### src/rtl/axis_fifo_wr_ctrl.sv
// axis_fifo_wr_ctrl
// Write-side front end of the AXI-Stream async FIFO (write clock domain).
// AXIS beats enter a 2-entry skid buffer (head, spare). The head is written
// into the FIFO whenever the pointer handler is not full. Because of the skid
// buffer, s_axis_tready is a pure register with no combinational path from full.
//
// Ports:
//   wclk, wrst_n     write clock, asynchronous active-low reset
//   s_axis_*         AXI-Stream slave (tvalid/tready/tdata/tlast)
//   full, usedw      status from the write-pointer handler
//   w_en, w_data     write strobe and {tlast, tdata} to pointer handler / RAM
//   almost_full      registered (usedw + buffered beats) >= AFULL_THRESH
//   pkt_cnt          completed packets written (tlast beats); tied to 0 unless
//                    the macro AXIS_WR_PKTCNT_EN is defined
module axis_fifo_wr_ctrl #(
  parameter int DATA_WIDTH   = 64,
  parameter int PTR_WIDTH    = 3,
  parameter int AFULL_THRESH = 6
) (
  input  logic                  wclk,
  input  logic                  wrst_n,
  input  logic                  s_axis_tvalid,
  output logic                  s_axis_tready,
  input  logic [DATA_WIDTH-1:0] s_axis_tdata,
  input  logic                  s_axis_tlast,
  input  logic                  full,
  input  logic [PTR_WIDTH:0]    usedw,
  output logic                  w_en,
  output logic [DATA_WIDTH:0]   w_data,
  output logic                  almost_full,
  output logic [15:0]           pkt_cnt
);

  localparam int EW = DATA_WIDTH + 1;
  localparam logic [PTR_WIDTH+1:0] AFULL_LVL = (PTR_WIDTH+2)'(AFULL_THRESH);

  logic [EW-1:0]        head_q, head_d;
  logic [EW-1:0]        spare_q, spare_d;
  logic [1:0]           cnt_q, cnt_d;
  logic                 tready_q, tready_d;
  logic                 afull_q, afull_d;
  logic                 acc;
  logic [EW-1:0]        beat_in;
  logic [PTR_WIDTH+1:0] level;

  assign beat_in = {s_axis_tlast, s_axis_tdata};
  assign acc     = s_axis_tvalid & tready_q;
  assign w_en    = (cnt_q != 2'd0) & ~full;
  assign w_data  = head_q;

  always_comb begin
    head_d  = head_q;
    spare_d = spare_q;
    cnt_d   = cnt_q;
    case ({acc, w_en})
      2'b01: begin
        // Drain only: spare (if any) moves up to head.
        head_d = spare_q;
        cnt_d  = cnt_q - 2'd1;
      end
      2'b10: begin
        if (cnt_q == 2'd0) head_d  = beat_in;
        else               spare_d = beat_in;
        cnt_d = cnt_q + 2'd1;
      end
      2'b11: begin
        // Accept needs cnt<2 and drain needs cnt>0, so cnt is 1 here:
        // the new beat replaces the head being written.
        head_d = beat_in;
      end
      default: ;
    endcase
    tready_d = (cnt_d < 2'd2);
    level    = {1'b0, usedw} + {{PTR_WIDTH{1'b0}}, cnt_d};
    afull_d  = (level >= AFULL_LVL);
  end

  always_ff @(posedge wclk or negedge wrst_n) begin
    if (!wrst_n) begin
      head_q   <= '0;
      spare_q  <= '0;
      cnt_q    <= 2'd0;
      tready_q <= 1'b0;
      afull_q  <= 1'b0;
    end else begin
      head_q   <= head_d;
      spare_q  <= spare_d;
      cnt_q    <= cnt_d;
      tready_q <= tready_d;
      afull_q  <= afull_d;
    end
  end

  assign s_axis_tready = tready_q;
  assign almost_full   = afull_q;

`ifdef AXIS_WR_PKTCNT_EN
  logic [15:0] pkt_cnt_q, pkt_cnt_d;

  // Wraps 0xFFFF -> 0x0000 naturally; only reset clears it.
  always_comb begin
    pkt_cnt_d = pkt_cnt_q + {15'd0, (w_en & head_q[DATA_WIDTH])};
  end

  always_ff @(posedge wclk or negedge wrst_n) begin
    if (!wrst_n) pkt_cnt_q <= 16'd0;
    else         pkt_cnt_q <= pkt_cnt_d;
  end

  assign pkt_cnt = pkt_cnt_q;
`else
  assign pkt_cnt = 16'd0;
`endif

endmodule

### config.mk
export PLATFORM = sky130hd
export DESIGN_NAME = axis_fifo_wr_ctrl
export DESIGN_NICKNAME = d
export VERILOG_FILES = /design/src/rtl/axis_fifo_wr_ctrl.sv
export SDC_FILE = /design/constraint.sdc
export NUM_CORES = 1
export LEC_CHECK = 0
export CAP_MARGIN = 20
export CORE_MARGIN = 2
export CORE_UTILIZATION = 35
export DETAILED_ROUTE_END_ITERATION = 10
export PLACE_DENSITY = 0.58
export REMOVE_ABC_BUFFERS = 1
export SETUP_SLACK_MARGIN = 0.15
export SLEW_MARGIN = 10
export SYNTH_ARGS = -nofsm -noshare
export SYNTH_HDL_FRONTEND = slang
export SYNTH_SLANG_ARGS = --single-unit
### constraint.sdc
create_clock -name wclk -period 2.7 [get_ports wclk]
set_input_delay 0.54 -clock wclk [delete_from_list [all_inputs] [get_ports wclk]]
set_output_delay 0.54 -clock wclk [all_outputs]
set_load 0.005 [all_outputs]
==> results of run 1 <==
-- registers in the layout, indices dropped and copies added (netlist names) --
signal	count
spare_q	65
w_data	65
cnt_q	2
almost_full	1
s_axis_tready	1
-- final cells by class --
type | count | share of cell area (%)
Inverter | 5 | 0.217
Timing Repair Buffer | 162 | 19.4
Clock inverter | 13 | 2.09
Clock buffer | 18 | 5.08
Tap cell | 225 | 3.26
Multi-Input combinational cell | 232 | 31.2
Sequential cell | 134 | 38.8
-- metal layers --
metal  wire [µm]  share of wire [%]  track usage (%)  vias up
li1            -                  -                -     1683
met1        5410                 41             17.0     1888
met2        6630                 51             25.1      104
met3         814                6.2             5.00       15
met4         174                1.3             5.27        0
met5           0                  0                0        -
-- final timing paths --
path                               end  depth (start not counted)
hold / removal              w_data[53]                          1
setup reg to reg           almost_full                         11
hold reg to reg            spare_q[33]                          1
min in group wclk          spare_q[33]                          1
setup / recovery           almost_full                         11
max in group asynchronous  spare_q[52]                          2
-- what timing repair did --
| action | CTS | global route |
|---|---|---|
| setup endpoints to repair | 1 | 1 |
| resized for setup | 3 | 7 |
| setup buffers | 0 | 1 |
| pin swaps | 1 | 4 |
-- synth_stat cells, drive strengths merged --
| library cell | instances |
|---|---|
| conb | 1 |
| or3b | 1 |
| mux2i | 1 |
| o2bb2ai | 1 |
| mux2 | 195 |
| xnor2 | 2 |
| buf | 35 |
| a21oi | 2 |
| clkbuf | 2 |
| nor2 | 4 |
| ha | 3 |
| o21ai | 1 |
| xor2 | 2 |
| nand4 | 1 |
| fa | 1 |
| o31ai | 1 |
| nand2 | 1 |
| inv | 5 |
| dfrtp | 134 |
-- cell families (layout without fill, tap and decap cells) --
| group | count (synthesis) | in the layout | share of synthesized area, % |
|---|---|---|---|
| AOI/OAI and AO/OA | 5 | 5 | 0.579 |
| xor gates and xnor gates | 4 | 4 | 0.559 |
| adders and majority gates | 4 | 4 | 0.919 |
| buffers and inverters | 42 | 198 | 5.57 |
| DFF | 134 | 134 | 53.5 |
| muxes | 196 | 196 | 38.2 |
| other | 1 | 16 | 0.0599 |
| and+or+nand+nor | 7 | 7 | 0.579 |
-- power by group through the flow --
stage / Combinational (W) / Clock [W] / Sequential [W]
after detailed placement: 0.00471 / 0 / 0.00362
after floorplan: 0.00292 / 0 / 0.00355
final: 0.00473 / 0.00242 / 0.00359
after CTS: 0.00476 / 0.00250 / 0.00361
after global placement: 0.00458 / 0 / 0.00358
after global routing: 0.00513 / 0.00259 / 0.00374
-- per-stage QoR --
step / instances / cell area [µm²] / hold WS [ps] / setup TNS (ps)
2_1_floorplan: 371 / 5990 / 244 / -471710
3_3_place_gp: 757 / 7960 / 481 / -5320
3_5_place_dp: 757 / 7960 / 488 / -6250
4_1_cts: 788 / 8600 / 136 / 0
5_1_grt: 789 / 8640 / 159 / 0
6_report: 789 / 8640 / 122 / 0
==> reports/metrics.cfg, run 1 <==
[power_and_ir_drop]
internal_power_w=0.00786
switching_power_w=0.00289
p_sw_share_pct=26.9
power.density_nw_per_um2=1240
p_total_w=0.0107
p_clk_share_pct=22.6
ir_drop_mv=0.580
leakage_nw=3.79
combPwrFrac_pct=44.0
power_frac_seq_pct=33.4

[die]
die_y_um=138
fp.dieW_um=138
ios=157
coreArea_um2=17400
start_util_pct=36.0
row_count=48
die_area_um2=19000

[routing]
routedWlPerCell_um=16.5
first_iter_violations=84
first_pass_iters=4
vias_per_cell=4.68
routed_wl_mm=13.0
drc=0
num_vias=3690
ant_nets=0

[critical_path]
cp_max_fo=2
startpoint=cnt_q[0]
setup.worst_path.end_class=register
cp.arrival_ps=2680
reg2reg_slack_ps=310
cp.buffers_inverters=2
crit_chain=nor2_1, nor2_2, inv_2, ha_4, xnor2_2, ha_2, inv_1, fa_2, or3b_2, mux2i_1, a21oi_1
path_class=reg -> reg
start_kind=register
required_ps=3000
cpMaxStageDelayCell=or3b_2
path_delay_family=adder cells
cpPeakStageDelay_ps=440
r2r_start=cnt_q[0]

[sta]
tightest_slew_ps=966
finalSetupViolations=0
finalHoldViolations=0
relSlewSlack_pct=35.6
rsz0062_at_grt=false
fmax_mhz=419
fin_crit_sh_pct=88.4
finClkSkew_ps=5.85
period_needed_ps=2390
timing.final.max_slew_violations=0
fin_ws_ps=312

[synthesis]
syn_inst=393
ys.warnings.count=0
synth_top_cells_by_area=dfrtp_1 54%, mux2_2 26%, mux2_4 12%
synth_top_cell_by_area=dfrtp_1
syn_area_um2=6260
yosysSeqAreaShare_pct=53.5
ys_seq_elements=134
post_synth_num_cell_types=24
syn_area_per_cell_um2=15.9
synth_top_cell_area_share_pct=53.5

[grt]
grt.overflow.total=0
grt_pass1_wl_mm=21.0
grt_max_degree=68
antenna_found_initial=0
grt_pass1_vias=4158
track_usage_pct=14.6

[cts]
insertion_delay_ps=410
cts_inserted_buffers=17
postCtsHoldBufs=0
cts-root-buf=clkbuf_16
htree_levels=4
path_clk_slew_ps=60
tritoncts=done
numClockSinks=134
clockBufferDepth=2

[place]
dp_slack_ps=-393
gp_congestion=0.689
port_buffers=140
dp_hpwl_mm=8.53

[layout]
mostFrequentLayoutCells=145 x mux2_2, 137 x clkdlybuf4s50_1, 134 x dfrtp_1
multi_input_area_um2=2690
syn_to_final_growth_pct=37.9
fillers=1492
seqCellArea_um2=3350
final_common_cell=mux2_2
final_core_util_pct=49.6
nets=629
final_layout_size_suffix_gt1_share_pct=46.6
antenna_cells=0

[min_path]
min_path_type=in -> async

[outcome]
run_status=finished, final reports clean

[run]
cap_violations=0

No activity file was read; power rests on OpenSTA's default activity.
==> inputs of run 2 (changes only) <==
--- a/config.mk
+++ b/config.mk
@@ -9,6 +9,7 @@
 export CORE_MARGIN = 2
 export CORE_UTILIZATION = 35
 export DETAILED_ROUTE_END_ITERATION = 10
+export GPL_TIMING_DRIVEN = 0
 export PLACE_DENSITY = 0.58
 export REMOVE_ABC_BUFFERS = 1
 export SETUP_SLACK_MARGIN = 0.15
==> run 2 against run 1 <==
  * Register-to-register slack worse by 30 ps
  * Combinational power is 0.8% higher
  * Critical path type is now in -> reg
  * Largest power group unchanged
  * Die area stayed put
  * Total power is 0.71% lower
  * Global-route usage is 0.54 points lower
  * Non-clock buffer count is 1 lower
==> reports/metrics.cfg, run 2 (synthesis results as in run 1) <==
[grt]
track_usage_pct=14.1
grt_pass1_wl_mm=20.2
grt_pass1_vias=3953
grt.overflow.total=0
grt_max_degree=74
antenna_found_initial=0

[routing]
drc=0
routedWlPerCell_um=16.5
first_pass_iters=4
first_iter_violations=126
num_vias=3694
routed_wl_mm=13.0
vias_per_cell=4.68
ant_nets=0

[critical_path]
path_class=in -> reg
required_ps=3000
cpPeakStageDelay_ps=420
cp_max_fo=3
setup.worst_path.end_class=register
start_kind=primary input
path_delay_family=adder cells
cp.buffers_inverters=3
crit_chain=clkdlybuf4s50_1, nor2_2, inv_2, ha_4, xnor2_4, ha_4, inv_2, fa_2, or3b_4, mux2i_1, a21oi_1
cp.arrival_ps=2760
cpMaxStageDelayCell=clkdlybuf4s50_1

[layout]
final_common_cell=mux2_2
seqCellArea_um2=3360
antenna_cells=0
nets=629
mostFrequentLayoutCells=145 x mux2_2, 138 x clkdlybuf4s50_1, 132 x dfrtp_1
multi_input_area_um2=2730
fillers=1501
syn_to_final_growth_pct=38.2
final_layout_size_suffix_gt1_share_pct=46.1
fin_area_um2=8660

[sta]
final.setup.tns_ps=0
finalSetupViolations=0
finalHoldViolations=0
relSlewSlack_pct=60.1
fin_ws_ps=240
finClkSkew_ps=9.36
tightest_slew_ps=599
rsz0062_at_grt=false
fmax_mhz=407
timing.final.max_slew_violations=0
fin_crit_sh_pct=91.1
period_needed_ps=2460

[power_and_ir_drop]
p_clk_share_pct=21.4
power_frac_seq_pct=33.9
p_sw_share_pct=27.0
leakage_nw=3.75
ir_drop_mv=0.612
internal_power_w=0.00779
combPwrFrac_pct=44.7
power.density_nw_per_um2=1230
p_total_w=0.0107
switching_power_w=0.00288

[die]
coreArea_um2=17400
die_area_um2=19000
row_count=48
fp.dieW_um=138
start_util_pct=36.0
die_y_um=138
ios=157

[place]
dp_slack_ps=-856
port_buffers=140
dp_hpwl_mm=8.67
gp_congestion=0.682
placed_area_um2=7930

[run]
cap_violations=0

[min_path]
min_path_type=in -> async

[outcome]
run_status=finished, final reports clean

[cts]
numClockSinks=134
clockBufferDepth=2
insertion_delay_ps=410
cts-root-buf=clkbuf_16
postCtsHoldBufs=0
path_clk_slew_ps=60
cts_inserted_buffers=17
tritoncts=done
htree_levels=4

[run 2: cell types whose count changed in the layout (fill, tap and decap cells not counted), sizes merged]
cell           before  now
dlymetal6s2s        2    0
inv                 6    5
nand2               1    2
buf                23   22
bufinv              4    3
clkbuf             18   22
clkdlybuf4s50     137  138
clkinv              8    3
dlygate4sd2         0    1
clkinvlp            0    3
[run 2: repair_timing]
item,4_1_cts,5_1_grt
pin swaps,4,4
cloned,1,0
endpoints found under the setup margin,28,1
setup buffers,5,4
resized for setup,9,5
[run 2: worst paths after layout]
path | start | endpoint | slack [ps] | depth (start not counted)
worst min-delay path | wrst_n | w_data[12] | 110 | 1
worst min register to register | spare_q[21] | spare_q[21] | 500 | 1
max in group asynchronous | wrst_n | spare_q[40] | 1820 | 2
worst max register to register | cnt_q[1] | almost_full | 280 | 11
min in group wclk | spare_q[21] | spare_q[21] | 500 | 1
worst max-delay path | full | almost_full | 240 | 11
[run 2: area by class of cell]
class                      count  share of cell area (%)
sequential                   134                    38.8
multi-input combinational    233                    31.5
timing repair buffer         161                    19.6
clock buffer                  22                    5.25
tap                          225                    3.25
clock inverter                 9                    1.47
inverter                       5                   0.217
[run 2: per-stage QoR]
step / utilization [%] / hold slack (ps) / cells
final: 49.7 / 113 / 789
after global routing: 49.7 / 145 / 789
after CTS: 49.4 / 129 / 785
after detailed placement: 45.5 / 487 / 748
after global placement: 44.1 / 481 / 736
after floorplan: - / 244 / 371
[run 2: layer usage]
| layer | global-route usage [%] | part of all wire [%] | wire [µm] |
|---|---|---|---|
| met1 | 16.3 | 42 | 5410 |
| met2 | 23.6 | 50 | 6500 |
| met3 | 4.97 | 6.2 | 814 |
| met4 | 6.18 | 2.4 | 310 |
| met5 | 0 | 0 | 0 |
[run 2: power groups by stage]
stage	clock (W)	combinational, W	sequential (W)
floorplan	0	0.00292	0.00355
global placement	0	0.00477	0.00357
detailed placement	0	0.00459	0.00364
CTS	0.00236	0.00474	0.00363
global route	0.00246	0.00513	0.00374
finish	0.00228	0.00477	0.00362
==> inputs of run 3 (changes only) <==
--- a/config.mk
+++ b/config.mk
@@ -10,7 +10,7 @@
 export CORE_UTILIZATION = 35
 export DETAILED_ROUTE_END_ITERATION = 10
 export GPL_TIMING_DRIVEN = 0
-export PLACE_DENSITY = 0.58
+export PLACE_DENSITY = 0.73
 export REMOVE_ABC_BUFFERS = 1
 export SETUP_SLACK_MARGIN = 0.15
 export SLEW_MARGIN = 10
==> run 3 against run 2 <==
  * Clock-buffer cell count is 1 higher
  * Utilization is 0.21 points lower
  * Final cell count is 0.13% lower
  * Critical path depth stayed put
  * Sequential power hardly changed
  * Global-route usage is 0.20 points higher
  * Highest routed layer unchanged
  * Setup slack worse by 5.2 ps
  * Cell area is 0.42% lower
  * Clock power is 2% lower
  * Combinational power hardly changed
  * Sequential share of layout area is 0.18 points higher
  * Non-clock buffer count is 2 lower
==> reports/metrics.cfg, run 3 (synthesis results as in run 1) <==
[layout]
fillers=1480
syn_to_final_growth_pct=37.6
final_core_util_pct=49.5
nets=627
final_layout_size_suffix_gt1_share_pct=46.4
antenna_cells=0
mostFrequentLayoutCells=145 x mux2_2, 137 x clkdlybuf4s50_1, 131 x dfrtp_1
final_common_cell=mux2_2
stdcell_count=788
fin_area_um2=8620

[critical_path]
required_ps=2990
start_kind=primary input
cpPeakStageDelay_ps=370
reg2reg_depth=10
cp_max_fo=4
path_class=in -> reg
startpoint=s_axis_tvalid
r2r_start=s_axis_tready
crit_chain=clkdlybuf4s15_1, nand2_8, inv_1, ha_4, xnor2_4, ha_4, inv_1, fa_2, or3b_4, mux2i_1, a21oi_1
worst_r2r_endpoint=almost_full
cpMaxStageDelayCell=or3b_4
cp.buffers_inverters=3
reg2reg_slack_ps=260
path_delay_family=adder cells
setup.worst_path.end_class=register
cp.arrival_ps=2760

[routing]
first_pass_iters=4
met2_length_mm=6.74
routed.top_layer=met4
routedWlPerCell_um=16.6
routed_wl_mm=13.1
drc=0
wl_met3_um=720
first_iter_violations=93
drt-met1-wl_mm=5.47
vias_per_cell=4.66
ant_nets=0
num_vias=3674

[die]
coreArea_um2=17400
row_count=48
ios=157
start_util_pct=36.0
fp.dieW_um=138
die_y_um=138
die_area_um2=19000

[cts]
path_clk_slew_ps=60
insertion_delay_ps=410
cts-root-buf=clkbuf_16
postCtsHoldBufs=0
numClockSinks=134
htree_levels=4
cts_inserted_buffers=17
clockBufferDepth=2
tritoncts=done

[power_and_ir_drop]
ir_drop_mv=0.563
power.density_nw_per_um2=1230
leakage_nw=3.75

[sta]
relSlewSlack_pct=59.9
finClkSkew_ps=8.56
period_needed_ps=2470
tightest_slew_ps=601
fmax_mhz=406
fin_crit_sh_pct=91.3
finalSetupViolations=0
rsz0062_at_grt=false
timing.final.max_slew_violations=0
finalHoldViolations=0

[grt]
grt_pass1_vias=4051
grt_max_degree=75
antenna_found_initial=0
track_usage_pct=14.3
grt.overflow.total=0
grt_pass1_wl_mm=20.9

[min_path]
min_path_type=in -> async

[outcome]
run_status=finished, final reports clean

[place]
port_buffers=140
gp_congestion=0.711
dp.cells=746
placed_area_um2=7890
dp_hpwl_mm=8.70

[run]
cap_violations=0

==> run 3: repair_timing <==
action | 4_1_cts | 5_1_grt
pin swaps | 4 | 8
gates cloned | 1 | 0
gates resized for setup | 10 | 8
endpoints found under the setup margin | 34 | 12
buffers inserted | 3 | 6
==> run 3: through the flow <==
step                 TNS, ps  worst slack (ps)  total power (W)  hold slack (ps)
finish                     0               235           0.0106             97.8
global route               0               122           0.0113              122
CTS                        0               173           0.0106              125
detailed placement    -28090              -861          0.00820              487
global placement    -1432070             -7590          0.00825              481
floorplan            -471710             -4210          0.00647              244
==> run 3: worst max path at each step <==
stage / end / slack, ps / depth (start not counted)
after floorplan: w_data[10] / -4210 / 3
after global placement: w_data[12] / -7590 / 4
after detailed placement: almost_full / -860 / 11
after CTS: almost_full / 170 / 11
after global routing: almost_full / 120 / 11
final: almost_full / 230 / 11
==> run 3: final cells by class <==
type / instances / area, µm² / share of cell area, %
Multi-Input combinational cell: 233 / 2740 / 31.7
Tap cell: 225 / 282 / 3.27
Sequential cell: 134 / 3360 / 38.9
Clock buffer: 23 / 468 / 5.43
Timing Repair Buffer: 159 / 1660 / 19.2
Clock inverter: 9 / 101 / 1.18
Inverter: 5 / 18.8 / 0.218
==> run 3: report_power, final <==
part	internal (W)	leakage (nW)	total, W	switching, W
Sequential	0.00307	1.58	0.00362	0.000543
Combinational	0.00324	1.88	0.00479	0.00155
Clock	0.00140	0.281	0.00223	0.000831
==> run 3: metal layers <==
metal | vias to the layer above | track usage [%]
met2 | 100 | 24.7
li1 | 1680 | -
met1 | 1882 | 17.1
met3 | 12 | 4.34
met5 | - | 0
met4 | 0 | 4.25
